## config.mk

```make
export PLATFORM = sky130hd
export DESIGN_NAME = fc_layer_seq
export DESIGN_NICKNAME = d
export VERILOG_FILES = /design/src/rtl/fc_layer_seq.sv
export SDC_FILE = /design/constraint.sdc
export NUM_CORES = 1
export LEC_CHECK = 0
export BUFFER_PORTS_ARGS = -buffer_cell sky130_fd_sc_hd__buf_2
export CORE_MARGIN = 8
export CORE_UTILIZATION = 40
export DETAILED_ROUTE_END_ITERATION = 6
export PLACE_DENSITY = 0.71
export RECOVER_POWER = 50
export SYNTH_ARGS = -nofsm -noshare
export SYNTH_HDL_FRONTEND = slang
export SYNTH_SLANG_ARGS = --single-unit
```

## constraint.sdc

```tcl
create_clock -name clk -period 3.56 [get_ports clk]
set_clock_uncertainty 0.05 [all_clocks]
set_input_delay 0.534 -clock clk [delete_from_list [all_inputs] [get_ports clk]]
set_output_delay 0.534 -clock clk [all_outputs]
set_load 0.01 [all_outputs]
```

## src/rtl/fc_layer_seq.sv

```systemverilog
// Fully connected layer sequencer: walks neurons x input chunks, drives memory addresses, accumulates ALU results.
// Optional macro FC_RELU_EN fuses a ReLU after the 16-bit saturation of each neuron result.
module fc_layer_seq #(
    parameter int N_IN_CHUNKS = 4,
    parameter int N_OUT       = 10,
    parameter int AW          = 8,
    parameter int ACC_W       = 24
) (
    input  logic          clk,
    input  logic          rst_n,
    input  logic          start,
    output logic          busy,
    output logic          done,
    output logic          mem_rd,
    output logic [AW-1:0] act_addr,
    output logic [AW-1:0] w_addr,
    output logic [AW-1:0] b_addr,
    output logic          bias_en,
    input  logic [16:0]   alu_result,
    output logic [15:0]   out_data,
    output logic          out_valid,
    input  logic          out_ready
);

    typedef enum logic [2:0] {S_IDLE, S_FETCH, S_ACC, S_EMIT, S_DONE} state_t;

    localparam logic [AW-1:0]           CHUNKS      = AW'(N_IN_CHUNKS);
    localparam logic [AW-1:0]           LAST_CHUNK  = AW'(N_IN_CHUNKS - 1);
    localparam logic [AW-1:0]           LAST_NEURON = AW'(N_OUT - 1);
    localparam logic signed [ACC_W-1:0] SAT_MAX     = ACC_W'(32767);
    localparam logic signed [ACC_W-1:0] SAT_MIN     = ACC_W'(-32768);

    state_t                  state_q, state_d;
    logic [AW-1:0]           neuron_q, neuron_d;
    logic [AW-1:0]           chunk_q, chunk_d;
    logic signed [ACC_W-1:0] acc_q, acc_d;
    logic signed [ACC_W-1:0] alu_ext;
    logic signed [ACC_W-1:0] acc_sum;
    logic [15:0]             out_q, out_d;

    function automatic logic [15:0] sat16(input logic signed [ACC_W-1:0] v);
        if (v > SAT_MAX)      return 16'h7fff;
        else if (v < SAT_MIN) return 16'h8000;
        else                  return v[15:0];
    endfunction

    function automatic logic [15:0] neuron_out(input logic signed [ACC_W-1:0] v);
        logic [15:0] s;
        s = sat16(v);
`ifdef FC_RELU_EN
        if (s[15]) s = 16'h0000;
`endif
        return s;
    endfunction

    assign alu_ext = ACC_W'($signed(alu_result));
    assign acc_sum = acc_q + alu_ext;

    always_comb begin
        state_d  = state_q;
        neuron_d = neuron_q;
        chunk_d  = chunk_q;
        acc_d    = acc_q;
        out_d    = out_q;
        case (state_q)
            S_IDLE: begin
                if (start) begin
                    state_d  = S_FETCH;
                    neuron_d = '0;
                    chunk_d  = '0;
                    acc_d    = '0;
                end
            end
            S_FETCH: state_d = S_ACC;
            S_ACC: begin
                acc_d = acc_sum;
                if (chunk_q < LAST_CHUNK) begin
                    chunk_d = chunk_q + 1'b1;
                    state_d = S_FETCH;
                end else begin
                    out_d   = neuron_out(acc_sum);
                    state_d = S_EMIT;
                end
            end
            S_EMIT: begin
                // Everything holds while downstream stalls; only a handshake advances.
                if (out_ready) begin
                    if (neuron_q < LAST_NEURON) begin
                        neuron_d = neuron_q + 1'b1;
                        chunk_d  = '0;
                        acc_d    = '0;
                        state_d  = S_FETCH;
                    end else begin
                        state_d = S_DONE;
                    end
                end
            end
            S_DONE:  state_d = S_IDLE;
            default: state_d = S_IDLE;
        endcase
    end

    always_ff @(posedge clk or negedge rst_n) begin
        if (!rst_n) begin
            state_q  <= S_IDLE;
            neuron_q <= '0;
            chunk_q  <= '0;
            acc_q    <= '0;
            out_q    <= '0;
        end else begin
            state_q  <= state_d;
            neuron_q <= neuron_d;
            chunk_q  <= chunk_d;
            acc_q    <= acc_d;
            out_q    <= out_d;
        end
    end

    // Counters only move on entry to FETCH, so addresses hold their last value elsewhere.
    assign act_addr  = chunk_q;
    assign w_addr    = neuron_q * CHUNKS + chunk_q;
    assign b_addr    = neuron_q;
    assign busy      = (state_q != S_IDLE);
    assign done      = (state_q == S_DONE);
    assign mem_rd    = (state_q == S_FETCH);
    assign bias_en   = (state_q == S_ACC) && (chunk_q == '0);
    assign out_valid = (state_q == S_EMIT);
    assign out_data  = out_q;

endmodule
```

**Word level (Yosys, flattened, before mapping)**

Index checks and enable logic that the tools add are counted.

- $add $sub $neg: 4
- Magnitude comparators: 4
- Eq/ne operators: 8
- Mux-type cells: 19
- Bitwise operators: 1
- Reductions and logical operators: 11

Operator list:

| kind | number |
|---|---|
| 2-to-1 mux 24 bit | 3 |
| case mux 24 bit (3 select lines) | 1 |
| 2-to-1 mux 8 bit | 6 |
| 2-to-1 mux 16 bit | 2 |
| adder 24 x 17 -> 24 bit | 1 |
| > comparator 24 x 16 -> 1 bit, second input constant | 1 |
| less-than comparator 24 x 16 -> 1 bit, second input constant | 1 |
| case mux 8 bit (3 select lines) | 1 |
| adder 8 x 1 -> 8 bit, second input constant | 2 |
| case mux 8 bit (2 select lines) | 1 |
| case mux 3 bit (4 select lines) | 1 |
| 2-to-1 mux 3 bit | 3 |
| adder 8 bit | 1 |
| zero test 8 bit | 1 |
| less-than comparator 8 x 2 -> 1 bit, second input constant | 1 |
| less-than comparator 8 x 4 -> 1 bit, second input constant | 1 |
| AND reduction 4 bit | 2 |
| == test 3 x 2 -> 1 bit, second input constant | 2 |
| nonzero test 3 bit | 2 |
| AND reduction 5 bit | 1 |
| inequality test 2 x 1 -> 1 bit, second input constant | 2 |
| inequality test 2 bit, second input constant | 2 |
| AND reduction 2 bit | 2 |
| == test 3 x 1 -> 1 bit, second input constant | 1 |
| other kinds (6) | 6 |

- Flip-flop bits (word level): 59
- Input bits: 21
- Output and inout bits: 45
- Logic and storage cells: 52

**Depth between registers and ports, before layout**

Gate-level depths: netlist of run 1.

- Depth after elaboration: 4
- Mapped depth: 13
- Depth with buffers taken out: 12

**Worst setup path before layout of run 1**

No wires, ideal clock.

- Path kind: input to register
- Start: input port alu_result[0]
- End: register out_q[14] (netlist: out_data[14])
- Setup time: 0.146 ns
- Arrival time: 3.137 ns
- Data required time: 3.364 ns
- Path slack: 0.227 ns
- Cell stages on the path: 13
- Buffers on the path: 1
- Path through: ha_1 > fa_1 > a21o_1 > a21oi_2 > o311a_4 > a31oi_4 > a211oi_1 > xnor2_1 > nor4b_2 > nand4_1 > o31ai_4 > buf_6 > o22ai_1

- Longest elaborated chain between the ends: 4
- Elaborated cells between the ends (all ways): 5
- Classes of those cells: add/sub: 1; order compare: 2; mux: 2

RTL lines:

| what | RTL line | text |
|---|---|---|
| from (decl) | 19 | `input logic [16:0] alu_result,` |
| adder 24 x 17 -> 24 bit (*) | 57 | `assign acc_sum = acc_q + alu_ext;` |
| less-than comparator 24 x 16 -> 1 bit | 43 | `else if (v < SAT_MIN) return 16'h8000;` |
| 2-to-1 mux 16 bit | 43 |  |
| 2-to-1 mux 16 bit (*) | 42 | `if (v > SAT_MAX) return 16'h7fff;` |
| to (signal assigned) | 115 | `out_q <= out_d;` |
| to (decl) | 39 | `logic [15:0] out_q, out_d;` |

Mark *: on every way between the ends. The rest lies on a longest branch, timed or not.
A chain may end at the register's enable or synchronous reset.

**Worst setup path after layout of run 1**

- Start: register acc_q[0]
- End: register out_q[1] (netlist: out_data[1])

- Longest elaborated chain between the ends: 4
- Elaborated cells between the ends (all ways): 5
- Classes of those cells: add/sub: 1; order compare: 2; mux: 2

RTL lines:

| what | RTL line | text |
|---|---|---|
| from (decl) | 36 | `logic signed [ACC_W-1:0] acc_q, acc_d;` |
| from (signal assigned) | 108 | `acc_q <= '0;` |
| from (signal assigned) | 114 | `acc_q <= acc_d;` |
| adder 24 x 17 -> 24 bit (*) | 57 |  |
| less-than comparator 24 x 16 -> 1 bit | 43 |  |
| 2-to-1 mux 16 bit | 43 |  |
| 2-to-1 mux 16 bit (*) | 42 |  |

Marked as above.

==> results of run 1 <==
final cells by class:
type	instances	area [sq um]	area share
inverter	21	78.8	0.0178
tap	111	139	0.0313
timing repair buffer	78	404	0.0911
sequential	59	1480	0.333
clock buffer	13	159	0.0358
clock inverter	2	35.0	0.00790
multi-input combinational	304	2140	0.483
sequential cells by signal, summed over array words and instances (netlist names):
name	count
b_addr	8
out_data	16
state_q	3
acc_q	24
act_addr	8
per-layer routing:
layer	routed length, um	vias up	global-route usage
met5	0	-	0
met4	240	0	0.0773
met3	312	18	0.0245
met2	4710	76	0.257
met1	4450	1551	0.194
li1	-	1612	-
cell families (layout without fill, tap and decap cells):
logic type | count (synthesis) | after routing | share of synthesized area
mux | 1 | 1 | 0.00299
compound gates | 138 | 138 | 0.252
xor+xnor | 26 | 26 | 0.0605
simple gates | 105 | 105 | 0.135
fa+ha+maj | 34 | 34 | 0.117
buf+inv | 34 | 114 | 0.0402
flops | 59 | 59 | 0.392
where the power goes:
| group | internal [W] | switching, W | total (W) |
|---|---|---|---|
| registers | 0.000798 | 0.000105 | 0.000903 |
| logic | 0.000638 | 0.000953 | 0.00159 |
| clock network | 0.000357 | 0.000265 | 0.000622 |
| total | 0.00179 | 0.00132 | 0.00312 |
metrics by stage:
| step | setup WS [ps] | area (sq um) | hold slack, ps |
|---|---|---|---|
| 2_1_floorplan | 227 | 3760 | 188 |
| 3_3_place_gp | 116 | 4270 | 422 |
| 3_5_place_dp | 32.3 | 4270 | 428 |
| 4_1_cts | 289 | 4470 | 251 |
| 5_1_grt | 17.6 | 4430 | 383 |
| 6_report | 297 | 4430 | 370 |
synth_stat cells, types with 2 or more instances:
| library cell | n | area share |
|---|---|---|
| a211o_1 | 3 | 0.0070 |
| a211oi_1 | 2 | 0.0040 |
| a21o_1 | 8 | 0.016 |
| a21oi_1 | 24 | 0.032 |
| a22o_1 | 18 | 0.042 |
| a31oi_1 | 6 | 0.010 |
| a41o_1 | 2 | 0.0053 |
| and2_1 | 4 | 0.0066 |
| and3_1 | 2 | 0.0033 |
| buf_4 | 2 | 0.0040 |
| buf_6 | 2 | 0.0060 |
| clkbuf_1 | 8 | 0.0080 |
| dfrtp_1 | 59 | 0.39 |
| fa_1 | 2 | 0.011 |
| ha_1 | 32 | 0.11 |
| inv_1 | 21 | 0.021 |
| nand2_1 | 23 | 0.023 |
| nand2b_1 | 2 | 0.0033 |
| nand3_1 | 6 | 0.0080 |
| nand4_1 | 6 | 0.010 |
| nor2_1 | 36 | 0.036 |
| nor2b_1 | 2 | 0.0033 |
| nor3_1 | 8 | 0.011 |
| nor3b_1 | 2 | 0.0040 |
| nor4_1 | 4 | 0.0066 |
| o21a_1 | 3 | 0.0060 |
| o21ai_0 | 37 | 0.049 |
| o21ai_2 | 2 | 0.0047 |
| o21bai_1 | 5 | 0.010 |
| o22ai_1 | 15 | 0.025 |
| or2_2 | 3 | 0.0050 |
| or3_1 | 2 | 0.0033 |
| xnor2_1 | 16 | 0.037 |
| xor2_1 | 10 | 0.023 |
layout by cell type, fill, tap and decap left out, types with 5 or more instances in the layout:
cell,n
a21o_1,8
a21oi_1,24
a22o_1,18
a31oi_1,6
buf_2,42
buf_4,11
clkbuf_1,25
clkbuf_8,11
dfrtp_1,59
ha_1,32
inv_1,21
nand2_1,23
nand3_1,6
nand4_1,6
nor2_1,35
nor3_1,8
o21ai_0,37
o21bai_1,5
o22ai_1,15
xnor2_1,16
xor2_1,10
critical path, stage by stage, from the launching register on:
cell	delay [ps]
dfrtp_1	380
ha_1	220
fa_1	410
a21o_1	180
a21oi_2	170
o311a_4	240
a31oi_4	110
a211oi_1	280
xnor2_1	210
buf_4	170
nand4_1	90
nor4_1	190
a21boi_1	110
buf_4	200
o22ai_1	150
final timing paths:
check	endpoint	slack, ps	cells after the start
max	out_data[1]	300	14
min	state_q[0]	370	2
max reg2reg	out_data[1]	300	14
min reg2reg	acc_q[20]	440	2
max in group asynchronous	out_data[15]	1320	2
min in group asynchronous	acc_q[6]	680	1
==> flow_metrics.env, run 1 <==
export IMPL_grt_max_degree=38
export IMPL_cts_root_buffer_cell="clkbuf_8"
export IMPL_finalSetupViolCount=0
export IMPL_track_usage=0.156
export IMPL_cts_hold_buf=0
export IMPL_utilization=0.482
export IMPL_rsz0062_at_grt="false"
export IMPL_syn_nets=452
export IMPL_min_period_over_period=0.917
export IMPL_die_y_um=113
export IMPL_async_flop_share=1.00
export IMPL_max_freq_mhz=306
export IMPL_worstPathRequired_ps=3760
export IMPL_start_kind="flop"
export IMPL_first_pass_iters=4
export IMPL_p_leak_nw=2.16
export IMPL_port_buffers=65
export IMPL_insertion_delay_ps=340
export IMPL_fin_nets=528
export IMPL_fp_dieArea_sq_um=12800
export IMPL_post_cts_setup_buffers=0
export IMPL_crit_type="flop to flop"
export IMPL_ctsResizeCount=0
export IMPL_h_tree_depth=3
export IMPL_area_growth_syn_to_layout_pct=17.8
export IMPL_cp_arrival_ps=3460
export IMPL_post_place_cells=573
export IMPL_p_per_area_nw_per_um2=703
export IMPL_end_kind="flop"
export IMPL_setup_tns_ps=0
export IMPL_dp_hpwl_mm=7.36
export IMPL_netlist_area_sq_um=3760
export IMPL_fin_cells=588
export IMPL_hold_viol_final=0
export IMPL_yosysWarnings=0
export IMPL_grt_overflow=0
export IMPL_violations="max-capacitance violations, max-slew violations"
export IMPL_avgRoutedWirePerCell_um=16.5
export IMPL_grt_pass1_wl_mm=16.2
export IMPL_synth_cell_type_count=54
export IMPL_ys_ff_latch=59
export IMPL_maxCapViolations=1
export IMPL_antenna_cells=0
export IMPL_cts_sinks=59
export IMPL_ys_seq_area_frac=0.392
export IMPL_initial_utilization=0.409
export IMPL_min_from="out_ready"
export IMPL_rows=35
export IMPL_crit_start="acc_q[0]"
export IMPL_ios=66
export IMPL_status="finished with violations"
export IMPL_reg2reg_from="acc_q[0]"
export IMPL_vias_per_cell=5.54
export IMPL_vias=3257
export IMPL_max_slew_margin=-0.310
export IMPL_place_congestion=0.888
export IMPL_min_period_ps=3260
export IMPL_slew_violations=38
export IMPL_num_fill_cells=884
export IMPL_clkTransAtPathRegs_ps=60
export IMPL_path_max_fanout=15
export IMPL_avgSynthCellArea_sq_um=9.48
export IMPL_layout_drive_gt1_share=0.174
export IMPL_synthFlopType="dfrtp_1"
export IMPL_clockBufferDepth=2
export IMPL_synth_cells=397
export IMPL_ant_nets=0
export IMPL_routed_wirelength_mm=9.71
export IMPL_drcViolationCount=0
export IMPL_min_path_type="input port to flop"
export IMPL_drtIter0Drc=195
export IMPL_coreArea_sq_um=9200
export IMPL_p_total_w=0.00312
export IMPL_first_global_vias=3306
export IMPL_antenna_found_initial=0
export IMPL_die_w_um=113
export IMPL_cts_buffers_inserted=9
export IMPL_max_vdd_ir_drop_uv=284
export IMPL_synth_edff_count=0
export IMPL_worst_pin_slew_ps=1970
export IMPL_tritoncts="yes"
No activity file was read; power rests on OpenSTA's default activity.
==> run 2, diff against run 1 <==
CTS_BUF_LIST = sky130_fd_sc_hd__clkbuf_16   (was unset)
==> run 2 against run 1 <==
Net effect: the run still ends with max-capacitance violations, max-slew violations left; core utilization grew 0.88 points; register-to-register slack lost 90 ps; maximum frequency shrank 2.6%; flip-flop and latch count is the same; setup slack lost 86 ps.
==> flow_metrics.env, run 2 (synthesis results as in run 1) <==
export IMPL_cts_root_buffer_cell="clkbuf_16"
export IMPL_pwr_share_comb=0.482
export IMPL_largest_reg_flops=24
export IMPL_finalSetupViolCount=0
export IMPL_drtIter0Drc=162
export IMPL_reg2reg_from="acc_q[1]"
export IMPL_grt_overflow=0
export IMPL_h_tree_depth=3
export IMPL_max_freq_mhz=299
export IMPL_ant_nets=0
export IMPL_final_common_cell="dfrtp_1"
export IMPL_fin_ws_ps=211
export IMPL_place_congestion=0.888
export IMPL_fp_dieArea_sq_um=12800
export IMPL_ios=66
export IMPL_vias=3267
export IMPL_min_path_cells=2
export IMPL_fin_cells=588
export IMPL_crit_path_cell_trace="ha_1 -> a211o_1 -> a21oi_1 -> o211ai_2 -> a21oi_1 -> o21bai_1 -> xor2_1 -> nand4_1 -> nor4_1 -> a21boi_1 -> buf_4 -> o22ai_1"
export IMPL_min_period_ps=3350
export IMPL_power_frac_clock=0.247
export IMPL_grt_pass1_wl_mm=16.5
export IMPL_crit_top_cell="a21oi_1"
export IMPL_area_growth_syn_to_layout_pct=20.0
export IMPL_rsz0062_at_grt="false"
export IMPL_post_cts_setup_buffers=0
export IMPL_max_slew_margin=-0.338
export IMPL_rr_worst_depth=12
export IMPL_routed_wirelength_mm=9.91
export IMPL_clkTransAtPathRegs_ps=50
export IMPL_min_path_type="input port to flop"
export IMPL_max_vdd_ir_drop_uv=333
export IMPL_r2r_end="out_data[1]"
export IMPL_avgRoutedWirePerCell_um=16.8
export IMPL_maxCapViolations=1
export IMPL_clockBufferDepth=2
export IMPL_vias_per_cell=5.56
export IMPL_final_cell_mix="dfrtp_1, buf_2, o21ai_0, nor2_1, ha_1"
export IMPL_violations="max-capacitance violations, max-slew violations"
export IMPL_die_w_um=113
export IMPL_tritoncts="yes"
export IMPL_status="finished with violations"
export IMPL_min_to="state_q[0]"
export IMPL_cp_slowest_stage_delay_ps=410
export IMPL_end_kind="flop"
export IMPL_layout_drive_gt1_share=0.170
export IMPL_first_pass_iters=4
export IMPL_slew_violations=38
export IMPL_grt_max_degree=38
export IMPL_r2r_slack_ps=210
export IMPL_final_cell_area_sq_um=4520
export IMPL_worst_pin_slew_ps=2010
export IMPL_top_register="acc_q"
export IMPL_seqPwrFrac=0.272
export IMPL_internal_power_w=0.00196
export IMPL_path_max_fanout=15
export IMPL_insertion_delay_ps=330
export IMPL_swShare=0.409
export IMPL_track_usage=0.158
export IMPL_coreArea_sq_um=9200
export IMPL_cts_sinks=59
export IMPL_first_global_vias=3360
export IMPL_initial_utilization=0.409
export IMPL_critical_path_slowest_cell="dfrtp_1"
export IMPL_worstPathRequired_ps=3740
export IMPL_min_period_over_period=0.941
export IMPL_p_per_area_nw_per_um2=736
export IMPL_antenna_cells=0
export IMPL_setup_tns_ps=0
export IMPL_place_ws_ps=32.3
export IMPL_cts_hold_buf=0
export IMPL_fin_nets=528
export IMPL_hold_viol_final=0
export IMPL_cp_arrival_ps=3530
export IMPL_die_y_um=113
export IMPL_min_from="out_ready"
export IMPL_ctsResizeCount=0
export IMPL_drcViolationCount=0
export IMPL_port_buffers=65
export IMPL_antenna_found_initial=0
export IMPL_utilization=0.491
export IMPL_post_place_cells=573
export IMPL_start_kind="flop"
export IMPL_cts_buffers_inserted=9
export IMPL_rows=35
export IMPL_placedInstanceArea_sq_um=4270
export IMPL_dp_hpwl_mm=7.36
export IMPL_p_leak_nw=2.20
export IMPL_p_sw_w=0.00136
export IMPL_crit_type="flop to flop"
==> run 2: cell count changes in the layout (fill, tap and decap cells not counted), sizes merged <==
cell	change
clkinv	+2
clkbuf	-4
inv	+2
==> run 2: layout make-up <==
type                            count  area, sq um
Fill cell                         880         4680
Multi-Input combinational cell    304         2140
Sequential cell                    59         1480
Timing Repair Buffer               78          404
Clock buffer                        9          225
Tap cell                          111          139
Inverter                           21         78.8
Clock inverter                      6         50.0
==> run 2: worst max-delay path by stage <==
stage               slack, ps           end  cells after the start           from
floorplan                 230  out_data[14]                     13  alu_result[0]
global placement          120  out_data[12]                     14  alu_result[0]
detailed placement         30   out_data[6]                     15  alu_result[0]
CTS                       210   out_data[1]                     14       acc_q[0]
global route                6   out_data[1]                     12       acc_q[1]
finish                    210   out_data[1]                     12       acc_q[1]
==> run 2: layer usage <==
layer | GRT usage | part of all wire
met1 | 0.194 | 0.46
met2 | 0.263 | 0.49
met3 | 0.0213 | 0.026
met4 | 0.0835 | 0.028
met5 | 0 | 0
==> run 2: stage by stage <==
stage	hold WS [ps]	power [W]
after floorplan	188	0.00203
after global placement	422	0.00246
after detailed placement	428	0.00250
after CTS	277	0.00333
after global routing	406	0.00356
final	390	0.00332
==> run 2: power by group through the flow <==
stage          combinational [W]  clock [W]  sequential, W
2_1_floorplan            0.00114          0       0.000896
3_3_place_gp             0.00155          0       0.000906
3_5_place_dp             0.00158          0       0.000913
4_1_cts                  0.00160   0.000834       0.000903
5_1_grt                  0.00178   0.000859       0.000921
6_report                 0.00160   0.000820       0.000903
==> run 2: critical path: cells and delay by family (launching register included) <==
kind	cells	cell delay, ps
xor+xnor	1	340
compound gates	7	1550
flops	1	410
fa+ha+maj	1	310
simple gates	2	390
buf+inv	1	200
==> run 3, diff against run 2 <==
CTS_CLUSTER_SIZE = 14   (was unset)
PLACE_DENSITY = unset   (was 0.71)
TNS_END_PERCENT = 50   (was unset)
==> run 3 against run 2 <==
Net effect: the run still ends with max-capacitance violations, max-slew violations left; non-clock buffer count up 2; hold slack better by 26 ps; register-to-register slack improved by 50 ps; wire length rose by 0.44%; critical path type unchanged.
==> flow_metrics.env, run 3 (synthesis results as in run 1) <==
export IMPL_slew_violations=44
export IMPL_min_from="out_ready"
export IMPL_vias_per_cell=5.62
export IMPL_track_usage=0.163
export IMPL_cp_arrival_ps=3440
export IMPL_rsz0062_at_grt="false"
export IMPL_grt_max_degree=44
export IMPL_grt_overflow=0
export IMPL_die_y_um=113
export IMPL_ant_nets=0
export IMPL_tritoncts="yes"
export IMPL_min_path_type="input port to flop"
export IMPL_wl_met2_mm=4.55
export IMPL_final_common_cell="dfrtp_1"
export IMPL_drtIter0Drc=251
export IMPL_post_cts_setup_buffers=0
export IMPL_path_max_fanout=15
export IMPL_cts_buffers_inserted=9
export IMPL_largest_reg_flops=24
export IMPL_clkTransAtPathRegs_ps=50
export IMPL_p_leak_nw=2.21
export IMPL_critical_path_slowest_cell="fa_1"
export IMPL_status="finished with violations"
export IMPL_crit_start="acc_q[0]"
export IMPL_endpoint="out_data[2]"
export IMPL_h_tree_depth=3
export IMPL_drcViolationCount=0
export IMPL_max_freq_mhz=303
export IMPL_initial_utilization=0.409
export IMPL_p_sw_w=0.00137
export IMPL_ctsResizeCount=0
export IMPL_die_w_um=113
export IMPL_first_pass_iters=4
export IMPL_wl_met3_um=427
export IMPL_layout_drive_gt1_share=0.180
export IMPL_hold_viol_final=0
export IMPL_start_kind="flop"
export IMPL_place_congestion=0.929
export IMPL_max_vdd_ir_drop_uv=297
export IMPL_cts_hold_buf=0
export IMPL_path_depth=13
export IMPL_clockBufferDepth=2
export IMPL_ios=66
export IMPL_cp_slowest_stage_delay_ps=400
export IMPL_pwr_share_comb=0.480
export IMPL_first_global_vias=3391
export IMPL_rows=35
export IMPL_p_per_area_nw_per_um2=737
export IMPL_cts_sinks=59
export IMPL_wl_met1_mm=4.75
export IMPL_power_frac_clock=0.250
export IMPL_max_slew_margin=-0.578
export IMPL_vias=3318
export IMPL_coreArea_sq_um=9200
export IMPL_min_period_over_period=0.927
export IMPL_antenna_cells=0
export IMPL_setup_tns_ps=0
export IMPL_highest_layer="met4"
export IMPL_num_fill_cells=915
export IMPL_swShare=0.410
export IMPL_top_register="acc_q"
export IMPL_area_growth_syn_to_layout_pct=20.5
export IMPL_reg2reg_from="acc_q[0]"
export IMPL_r2r_slack_ps=260
export IMPL_dp_hpwl_mm=7.41
export IMPL_crit_type="flop to flop"
export IMPL_grt_pass1_wl_mm=16.9
export IMPL_antenna_found_initial=0
export IMPL_worstPathRequired_ps=3700
export IMPL_routed_wirelength_mm=9.95
export IMPL_crit_path_cell_trace="ha_1 -> fa_1 -> a21o_1 -> a21oi_2 -> o311a_4 -> a31oi_4 -> a211oi_1 -> xnor2_1 -> nor4b_2 -> nand4_1 -> o31ai_4 -> buf_12 -> o22ai_1"
export IMPL_cts_root_buffer_cell="clkbuf_16"
export IMPL_maxCapViolations=1
export IMPL_avgRoutedWirePerCell_um=16.9
export IMPL_min_period_ps=3300
export IMPL_fp_dieArea_sq_um=12800
export IMPL_holdWs_ps=416
export IMPL_insertion_delay_ps=320
export IMPL_violations="max-capacitance violations, max-slew violations"
export IMPL_cp_num_buf_inv=1
export IMPL_worst_pin_slew_ps=2370
export IMPL_r2r_end="out_data[2]"
export IMPL_internal_power_w=0.00197
export IMPL_fin_nets=530
export IMPL_critPathTopFamily="compound AO/OA/AOI/OAI gates"
export IMPL_port_buffers=65
export IMPL_final_cell_mix="dfrtp_1, buf_2, o21ai_0, nor2_1, ha_1"
export IMPL_rr_worst_depth=13
export IMPL_end_kind="flop"
export IMPL_seqPwrFrac=0.269
export IMPL_finalSetupViolCount=0
[run 3: worst min-delay path by stage]
stage | cells after the start | slack [ps] | to
after floorplan | 0 | 190 | acc_q[0]
after global placement | 2 | 430 | acc_q[15]
after detailed placement | 2 | 430 | acc_q[20]
after CTS | 1 | 360 | acc_q[6]
after global routing | 2 | 440 | state_q[0]
final | 2 | 420 | state_q[0]
[run 3: worst reg2reg max path, cell delays in order, from the launching register on]
cell	delay (ps)
dfrtp_1	380
ha_1	220
fa_1	410
a21o_1	190
a21oi_2	180
o311a_4	250
a31oi_4	110
a211oi_1	290
xnor2_1	150
nor4b_2	250
nand4_1	180
o31ai_4	250
buf_12	180
o22ai_1	100
[run 3: per-stage QoR]
stage	setup WS, ps	instance area, sq um	instances	total power [W]	utilization
after floorplan	227	3760	397	0.00203	-
after global placement	91.2	4290	575	0.00250	0.466
after detailed placement	11.1	4290	575	0.00251	0.466
after CTS	244	4570	590	0.00337	0.497
after global routing	34.0	4540	590	0.00360	0.493
final	260	4540	590	0.00335	0.493
[run 3: power by group through the flow]
| stage | clock [W] | combinational (W) | sequential [W] |
|---|---|---|---|
| 6_report | 0.000838 | 0.00161 | 0.000901 |
| 4_1_cts | 0.000853 | 0.00162 | 0.000901 |
| 3_3_place_gp | 0 | 0.00159 | 0.000907 |
| 5_1_grt | 0.000883 | 0.00179 | 0.000924 |
| 3_5_place_dp | 0 | 0.00160 | 0.000912 |
| 2_1_floorplan | 0 | 0.00114 | 0.000896 |
[run 3: routing by layer]
layer / vias to the layer above / global-route usage
met2: 84 / 0.253
met1: 1602 / 0.219
met4: 0 / 0.0622
met5: - / 0
li1: 1615 / -
met3: 17 / 0.0330
[run 3: cell type report]
class	instances	area, sq um	share of cell area
Inverter	21	78.8	0.0174
Tap cell	111	139	0.0306
Clock inverter	6	57.6	0.0127
Timing Repair Buffer	80	418	0.0921
Sequential cell	59	1480	0.325
Multi-Input combinational cell	304	2140	0.472
Clock buffer	9	225	0.0496
